$ cat config.mk
export PLATFORM = sky130hd
export DESIGN_NAME = regfile_read_arbiter
export DESIGN_NICKNAME = d
export VERILOG_FILES = /design/src/rtl/regfile_arb_pkg.sv /design/src/rtl/rr_pick.sv /design/src/rtl/regfile_read_arbiter.sv
export SDC_FILE = /design/constraint.sdc
export NUM_CORES = 1
export LEC_CHECK = 0
export ABC_CLOCK_PERIOD_IN_PS = 1400
export BUFFER_PORTS_ARGS = -buffer_cell sky130_fd_sc_hd__buf_2
export CORE_UTILIZATION = 41
export CTS_CLUSTER_DIAMETER = 60
export DETAILED_ROUTE_END_ITERATION = 7
export PLACE_DENSITY = 0.85
export SYNTH_ARGS = -nofsm -noshare
export SYNTH_HDL_FRONTEND = slang
export SYNTH_SLANG_ARGS = --single-unit
$ cat constraint.sdc
create_clock -name clk -period 1.4 [get_ports clk]
set_input_delay 0 -clock clk [delete_from_list [all_inputs] [get_ports clk]]
set_output_delay 0 -clock clk [all_outputs]
set_load 0.02 [all_outputs]
$ cat src/rtl/regfile_arb_pkg.sv
`default_nettype none
// ============================================================================
// Module      : regfile_arb_pkg
// Description : Shared sizing constants and helpers for the register-file
//               read arbiter.
// Revision    : 1.0 - initial release
// ============================================================================
package regfile_arb_pkg;

  localparam int C_NREQ   = 4;
  localparam int C_AW     = 5;
  localparam int C_DW     = 32;
  localparam int C_PTRW   = $clog2(C_NREQ);
  localparam int C_MAXREQ = 8;

  // Wide enough for the largest supported requester count; callers size-cast down.
  function automatic logic [C_MAXREQ-1:0] onehot(input int idx);
    logic [C_MAXREQ-1:0] v;
    v = C_MAXREQ'(1) << idx;
    return v;
  endfunction

endpackage
`default_nettype wire

$ cat src/rtl/rr_pick.sv
`default_nettype none
// ============================================================================
// Module      : rr_pick
// Description : Combinational round-robin picker; first eligible index at or
//               after ptr, wrapping from NREQ-1 to 0.
// Revision    : 1.0 - initial release
// ============================================================================
module rr_pick
  import regfile_arb_pkg::*;
#(
  parameter int NREQ = C_NREQ,
  parameter int PTRW = $clog2(NREQ)
) (
  input  logic [NREQ-1:0] elig,
  input  logic [PTRW-1:0] ptr,
  output logic [PTRW-1:0] win,
  output logic            any
);

  // Walk offsets from farthest to nearest so the closest eligible index wins.
  always_comb begin
    win = '0;
    any = 1'b0;
    for (int i = NREQ - 1; i >= 0; i--) begin
      if (elig[(int'(ptr) + i) % NREQ]) begin
        win = PTRW'((int'(ptr) + i) % NREQ);
        any = 1'b1;
      end
    end
  end

endmodule
`default_nettype wire

$ cat src/rtl/regfile_read_arbiter.sv
`default_nettype none
// ============================================================================
// Module      : regfile_read_arbiter
// Description : Round-robin sharing of the register file's single read mux,
//               with registered select and a one-cycle data capture stage.
// Revision    : 1.0 - initial release
// ============================================================================
module regfile_read_arbiter
  import regfile_arb_pkg::*;
#(
  parameter int NREQ = C_NREQ,
  parameter int AW   = C_AW,
  parameter int DW   = C_DW
) (
  input  logic              clk,
  input  logic              clr,
  input  logic [NREQ-1:0]   req,
  input  logic [NREQ*AW-1:0] addr,
  output logic [NREQ-1:0]   gnt,
  output logic [AW-1:0]     mux_a,
  input  logic [DW-1:0]     mux_dout,
  output logic [NREQ-1:0]   rvalid,
  output logic [DW-1:0]     rdata
);

  localparam int PTRW = $clog2(NREQ);

  logic [PTRW-1:0] r_ptr;
  logic [NREQ-1:0] r_gnt;
  logic [AW-1:0]   r_mux_a;
  logic [NREQ-1:0] r_rvalid;
  logic [DW-1:0]   r_rdata;

  logic [NREQ-1:0] w_elig;
  logic [PTRW-1:0] w_win;
  logic            w_any;
  logic [NREQ-1:0] w_oh;
  logic [PTRW-1:0] w_ptr_nxt;
  logic [AW-1:0]   w_addr_sel;

  // The requester holding the current grant sits out this round.
  assign w_elig = req & ~r_gnt;

  rr_pick #(
    .NREQ (NREQ),
    .PTRW (PTRW)
  ) u_pick (
    .elig (w_elig),
    .ptr  (r_ptr),
    .win  (w_win),
    .any  (w_any)
  );

  assign w_oh       = NREQ'(onehot(int'(w_win)));
  assign w_ptr_nxt  = (int'(w_win) == NREQ - 1) ? '0 : w_win + 1'b1;
  assign w_addr_sel = addr[int'(w_win)*AW +: AW];

  always_ff @(posedge clk or posedge clr) begin
    if (clr) begin
      r_ptr    <= '0;
      r_gnt    <= '0;
      r_mux_a  <= '0;
      r_rvalid <= '0;
      r_rdata  <= '0;
    end else begin
      if (w_any) begin
        r_gnt   <= w_oh;
        r_ptr   <= w_ptr_nxt;
        r_mux_a <= w_addr_sel;
      end else begin
        r_gnt   <= '0;
      end

      // mux_dout reflects r_mux_a, so this lands one cycle behind the grant.
      if (|r_gnt) begin
        r_rvalid <= r_gnt;
        r_rdata  <= mux_dout;
      end else begin
        r_rvalid <= '0;
      end
    end
  end

  assign gnt    = r_gnt;
  assign mux_a  = r_mux_a;
  assign rvalid = r_rvalid;
  assign rdata  = r_rdata;

endmodule
`default_nettype wire

==> load_flow_metrics.sql <==
INSERT INTO impl_metrics (metric_group, metric, value, unit) VALUES
('setup_path', 'timing.reg2reg.worst_path_depth', '4', ''),
('cells_and_area', 'post_route_cells_drive_above_1_share', '0.6054', ''),
('routing', 'wl_per_cell', '15.99', 'um'),
('routing', 'route.antenna.remaining_nets', '0', ''),
('place', 'place.gp.congestion', '0.8481', ''),
('global_route', 'global_route.usage.total', '0.2293', ''),
('sta', 'fin_setup_tns', '-6.990', 'ns'),
('routing', 'via_per_inst', '4.967', ''),
('clock_tree', 'insertion_delay', '0.30', 'ns'),
('sta', 'unrepaired_setup_endpoints_after_global_routing', 'yes', ''),
('cells_and_area', 'finalCoreUtilization', '0.7670', ''),
('sta', 'timing.final.setup_violations', '38', ''),
('cells_and_area', 'area_growth_syn_to_layout', '76.40', '%'),
('floorplan', 'area_inside_the_core_boundary', '0.004817', 'sq mm'),
('sta', 'timing.slew.headroom', '0.6921', ''),
('run', 'max_cap_viols', '0', ''),
('setup_path', 'rr_startpoint', 'gnt[0]', ''),
('place', 'port_buffers', '102', ''),
('floorplan', 'start_util', '0.4348', ''),
('pwr', 'design_power_total', '9009', 'uW'),
('setup_path', 'r2r_setup_slack', '-0.23', 'ns'),
('run_status', 'status', 'complete, but fails checks', ''),
('setup_path', 'endpoint_kind', 'flip-flop', ''),
('cells_and_area', 'fin_nets', '389', ''),
('clock_tree', 'tritoncts', 'built', ''),
('cells_and_area', 'num_antenna_cells', '0', ''),
('logic_synthesis', 'postSynthCellCount', '163', ''),
('logic_synthesis', 'synth-seq-cells', '47', ''),
('floorplan', 'dieArea', '0.005399', 'sq mm'),
('clock_tree', 'ctsRootBufferMaster', 'sky130_fd_sc_hd__clkbuf_8', ''),
('logic_synthesis', 'synth.yosys.seq_area_share', '0.5615', ''),
('global_route', 'first_global_vias', '1939', ''),
('logic_synthesis', 'synth-warning-count', '0', ''),
('sta', 'final.min_clock_period', '1.628', 'ns'),
('floorplan', 'die_h', '73.48', 'um'),
('routing', 'drc_errors', '0', ''),
('sta', 'worst_slack', '-0.2281', 'ns'),
('setup_path', 'worst_setup_path_startpoint', 'gnt[0]', ''),
('floorplan', 'placementRows', '25', ''),
('hold_path', 'worstHoldPathType', 'input port to flip-flop', ''),
('global_route', 'antenna_found_initial', '0', ''),
('sta', 'timing.final.crit_share', '1.163', ''),
('setup_path', 'cp_data_arrival_time', '1.80', 'ns'),
('logic_synthesis', 'net_count_after_synthesis', '221', ''),
('sta', 'transition_at_the_pin_with_the_smallest_max_transition_slack', '0.4611', 'ns'),
('pwr', 'power_density', '2438', 'mW/mm^2'),
('logic_synthesis', 'synth.avg_cell_area', '12.85', 'sq um'),
('logic_synthesis', 'mapped_area', '0.002095', 'sq mm'),
('global_route', 'grt-ovfl-total', '0', ''),
('logic_synthesis', 'post_synth_num_cell_types', '33', ''),
('clock_tree', 'tritoncts.num_buffers', '5', ''),
('global_route', 'wire_length_of_the_first_global_routing_pass', '9246', 'um'),
('routing', 'drt_iter0_markers', '26', ''),
('global_route', 'grt_max_degree', '28', ''),
('sta', 'maxSlewViolCount', '0', ''),
('sta', 'maxClockFrequency', '614.2', 'MHz'),
('run_status', 'violations', 'negative setup slack', ''),
('place', 'hpwl', '3530', 'um'),
('pwr', 'vdd_drop_max', '1.188', 'mV'),
('clock_tree', 'clkSinkCount', '47', ''),
('floorplan', 'top_level_ports', '103', ''),
('routing', 'via_count', '1982', ''),
('setup_path', 'crit_end', 'mux_a[3]', ''),
('setup_path', 'criticalPathCategory', 'flip-flop to flip-flop', ''),
('routing', 'detail_route.wirelength', '6379', 'um'),
('clock_tree', 'worst_setup_hold_path_clk_slew', '0.08', 'ns'),
('sta', 'hold_violations', '0', ''),
('setup_path', 'cp_data_required_time', '1.58', 'ns'),
('setup_path', 'critPathMaxFanout', '6', ''),
('routing', 'firstDrtPassIters', '6', ''),
('sta', 'worst_clock_skew', '0.004836', 'ns'),
('pwr', 'power.static_leakage', '0.001828', 'uW'),
('setup_path', 'crit-reg2reg-capture', 'mux_a[3]', ''),
('clock_tree', 'cts-root-to-sink-buffers', '2', ''),
('setup_path', 'start_kind', 'flip-flop', ''),
('clock_tree', 'h_tree_levels', '2', ''),
('floorplan', 'die-width', '73.48', 'um');
routing by layer:
metal,global-route usage,share of wire
met1,0.2731,0.41
met3,0.04938,0.066
met2,0.4098,0.51
met4,0.07479,0.011
met5,0,0
report_power, final:
| group | internal (uW) | switching (uW) | leakage [uW] |
|---|---|---|---|
| combinational | 3000 | 2730 | 0.00123 |
| clock | 351 | 429 | 0.0000422 |
| sequential | 2050 | 441 | 0.000554 |
| total | 5410 | 3600 | 0.00183 |
cell usage after synthesis:
cell | count | area (sq um)
sky130_fd_sc_hd__a21o_1 | 1 | 7.510
sky130_fd_sc_hd__a21oi_1 | 6 | 30.03
sky130_fd_sc_hd__a21oi_2 | 3 | 26.28
sky130_fd_sc_hd__a221oi_1 | 5 | 43.79
sky130_fd_sc_hd__a22oi_1 | 1 | 7.510
sky130_fd_sc_hd__and2_1 | 1 | 6.260
sky130_fd_sc_hd__and3b_1 | 1 | 8.760
sky130_fd_sc_hd__buf_1 | 1 | 3.750
sky130_fd_sc_hd__buf_2 | 6 | 30.03
sky130_fd_sc_hd__buf_4 | 2 | 15.01
sky130_fd_sc_hd__clkbuf_1 | 4 | 15.01
sky130_fd_sc_hd__dfrtp_1 | 47 | 1176
sky130_fd_sc_hd__inv_1 | 1 | 3.750
sky130_fd_sc_hd__mux2_1 | 1 | 11.26
sky130_fd_sc_hd__mux2_2 | 31 | 349.1
sky130_fd_sc_hd__mux2i_1 | 5 | 50.05
sky130_fd_sc_hd__nand2_1 | 6 | 22.52
sky130_fd_sc_hd__nand2b_1 | 3 | 18.77
sky130_fd_sc_hd__nand2b_4 | 1 | 13.76
sky130_fd_sc_hd__nand4_1 | 1 | 6.260
sky130_fd_sc_hd__nor2_1 | 10 | 37.54
sky130_fd_sc_hd__nor2b_1 | 4 | 25.02
sky130_fd_sc_hd__nor3_2 | 1 | 10.01
sky130_fd_sc_hd__nor3b_1 | 1 | 7.510
sky130_fd_sc_hd__nor4_2 | 1 | 12.51
sky130_fd_sc_hd__o211ai_1 | 1 | 7.510
sky130_fd_sc_hd__o211ai_4 | 1 | 21.27
sky130_fd_sc_hd__o21a_1 | 1 | 7.510
sky130_fd_sc_hd__o21ai_0 | 7 | 35.03
sky130_fd_sc_hd__o221ai_1 | 1 | 8.760
sky130_fd_sc_hd__o22ai_1 | 6 | 37.54
sky130_fd_sc_hd__o32ai_4 | 1 | 27.53
sky130_fd_sc_hd__or3b_4 | 1 | 11.26
logic make-up after synthesis:
kind of cell    synth area share
compound gates            0.1243
flops                     0.5615
simple gates             0.08602
buf+inv                  0.03225
mux                       0.1959
per-stage QoR:
step / std cells / instance area (sq um) / hold WS [ns] / worst slack, ns
final: 399 / 3695 / 0.005422 / -0.2281
after global routing: 399 / 3695 / 0.006467 / -0.2793
after floorplan: 163 / 2148 / 0.1485 / -0.1803
after global placement: 344 / 2885 / 0.02940 / -0.2335
after detailed placement: 344 / 2885 / 0.03811 / -0.2905
after CTS: 396 / 3562 / 0.001659 / -0.2091
layout by cell type, fill, tap and decap left out, types with 2 or more instances in the layout:
cell type | synthesis | final
sky130_fd_sc_hd__mux2_4 | 0 | 32
sky130_fd_sc_hd__a221oi_2 | 0 | 5
sky130_fd_sc_hd__o22ai_1 | 6 | 6
sky130_fd_sc_hd__mux2i_1 | 5 | 5
sky130_fd_sc_hd__dfrtp_1 | 47 | 43
sky130_fd_sc_hd__clkbuf_1 | 4 | 2
sky130_fd_sc_hd__buf_2 | 6 | 102
sky130_fd_sc_hd__buf_12 | 0 | 7
sky130_fd_sc_hd__dlygate4sd3_1 | 0 | 39
sky130_fd_sc_hd__o21ai_0 | 7 | 6
sky130_fd_sc_hd__buf_6 | 0 | 4
sky130_fd_sc_hd__buf_4 | 2 | 20
sky130_fd_sc_hd__nor2_1 | 10 | 10
sky130_fd_sc_hd__nor2b_1 | 4 | 3
sky130_fd_sc_hd__clkbuf_8 | 0 | 5
sky130_fd_sc_hd__nand2b_4 | 1 | 4
sky130_fd_sc_hd__a21oi_1 | 6 | 5
sky130_fd_sc_hd__nand2_1 | 6 | 6
sky130_fd_sc_hd__dfrtp_2 | 0 | 4
sky130_fd_sc_hd__a21oi_2 | 3 | 3
critical path, stage by stage (launching register included):
cell,delay (ns)
sky130_fd_sc_hd__dfrtp_2,0.42
sky130_fd_sc_hd__or3b_4,0.43
sky130_fd_sc_hd__o211ai_4,0.32
sky130_fd_sc_hd__mux2i_1,0.25
sky130_fd_sc_hd__o22ai_1,0.09
flip-flops by register name, indices dropped and copies added (netlist names):
register,flops
gnt,4
rvalid,4
mux_a,5
r_ptr,2
rdata,32
worst min path at each step:
stage | slack (ns) | end | from | depth (start not counted)
global route | 0.006 | mux_a[4] | addr[9] | 3
global placement | 0.03 | rdata[24] | clr | 2
CTS | 0.002 | mux_a[3] | addr[8] | 3
detailed placement | 0.04 | rdata[24] | clr | 2
finish | 0.005 | mux_a[4] | addr[9] | 3
floorplan | 0.15 | rdata[11] | mux_dout[11] | 1
timing repair:
item	4_1_cts	5_1_grt
pin swaps	9	6
gates cloned	2	1
hold endpoints to repair	55	0
gates resized for setup	36	22
setup endpoints to repair	38	42
setup buffers	4	3
hold buffers	39	0
final cells by class:
cell class / instances / area [sq um]
fill: 321 / 1122
inverter: 1 / 3.754
clock inverter: 1 / 5.005
timing repair buffer: 174 / 1276
clock buffer: 7 / 76.32
sequential: 47 / 1181
tap: 67 / 83.83
multi-input combinational: 102 / 1069
Note: power is estimated with default switching activity, not from simulation.
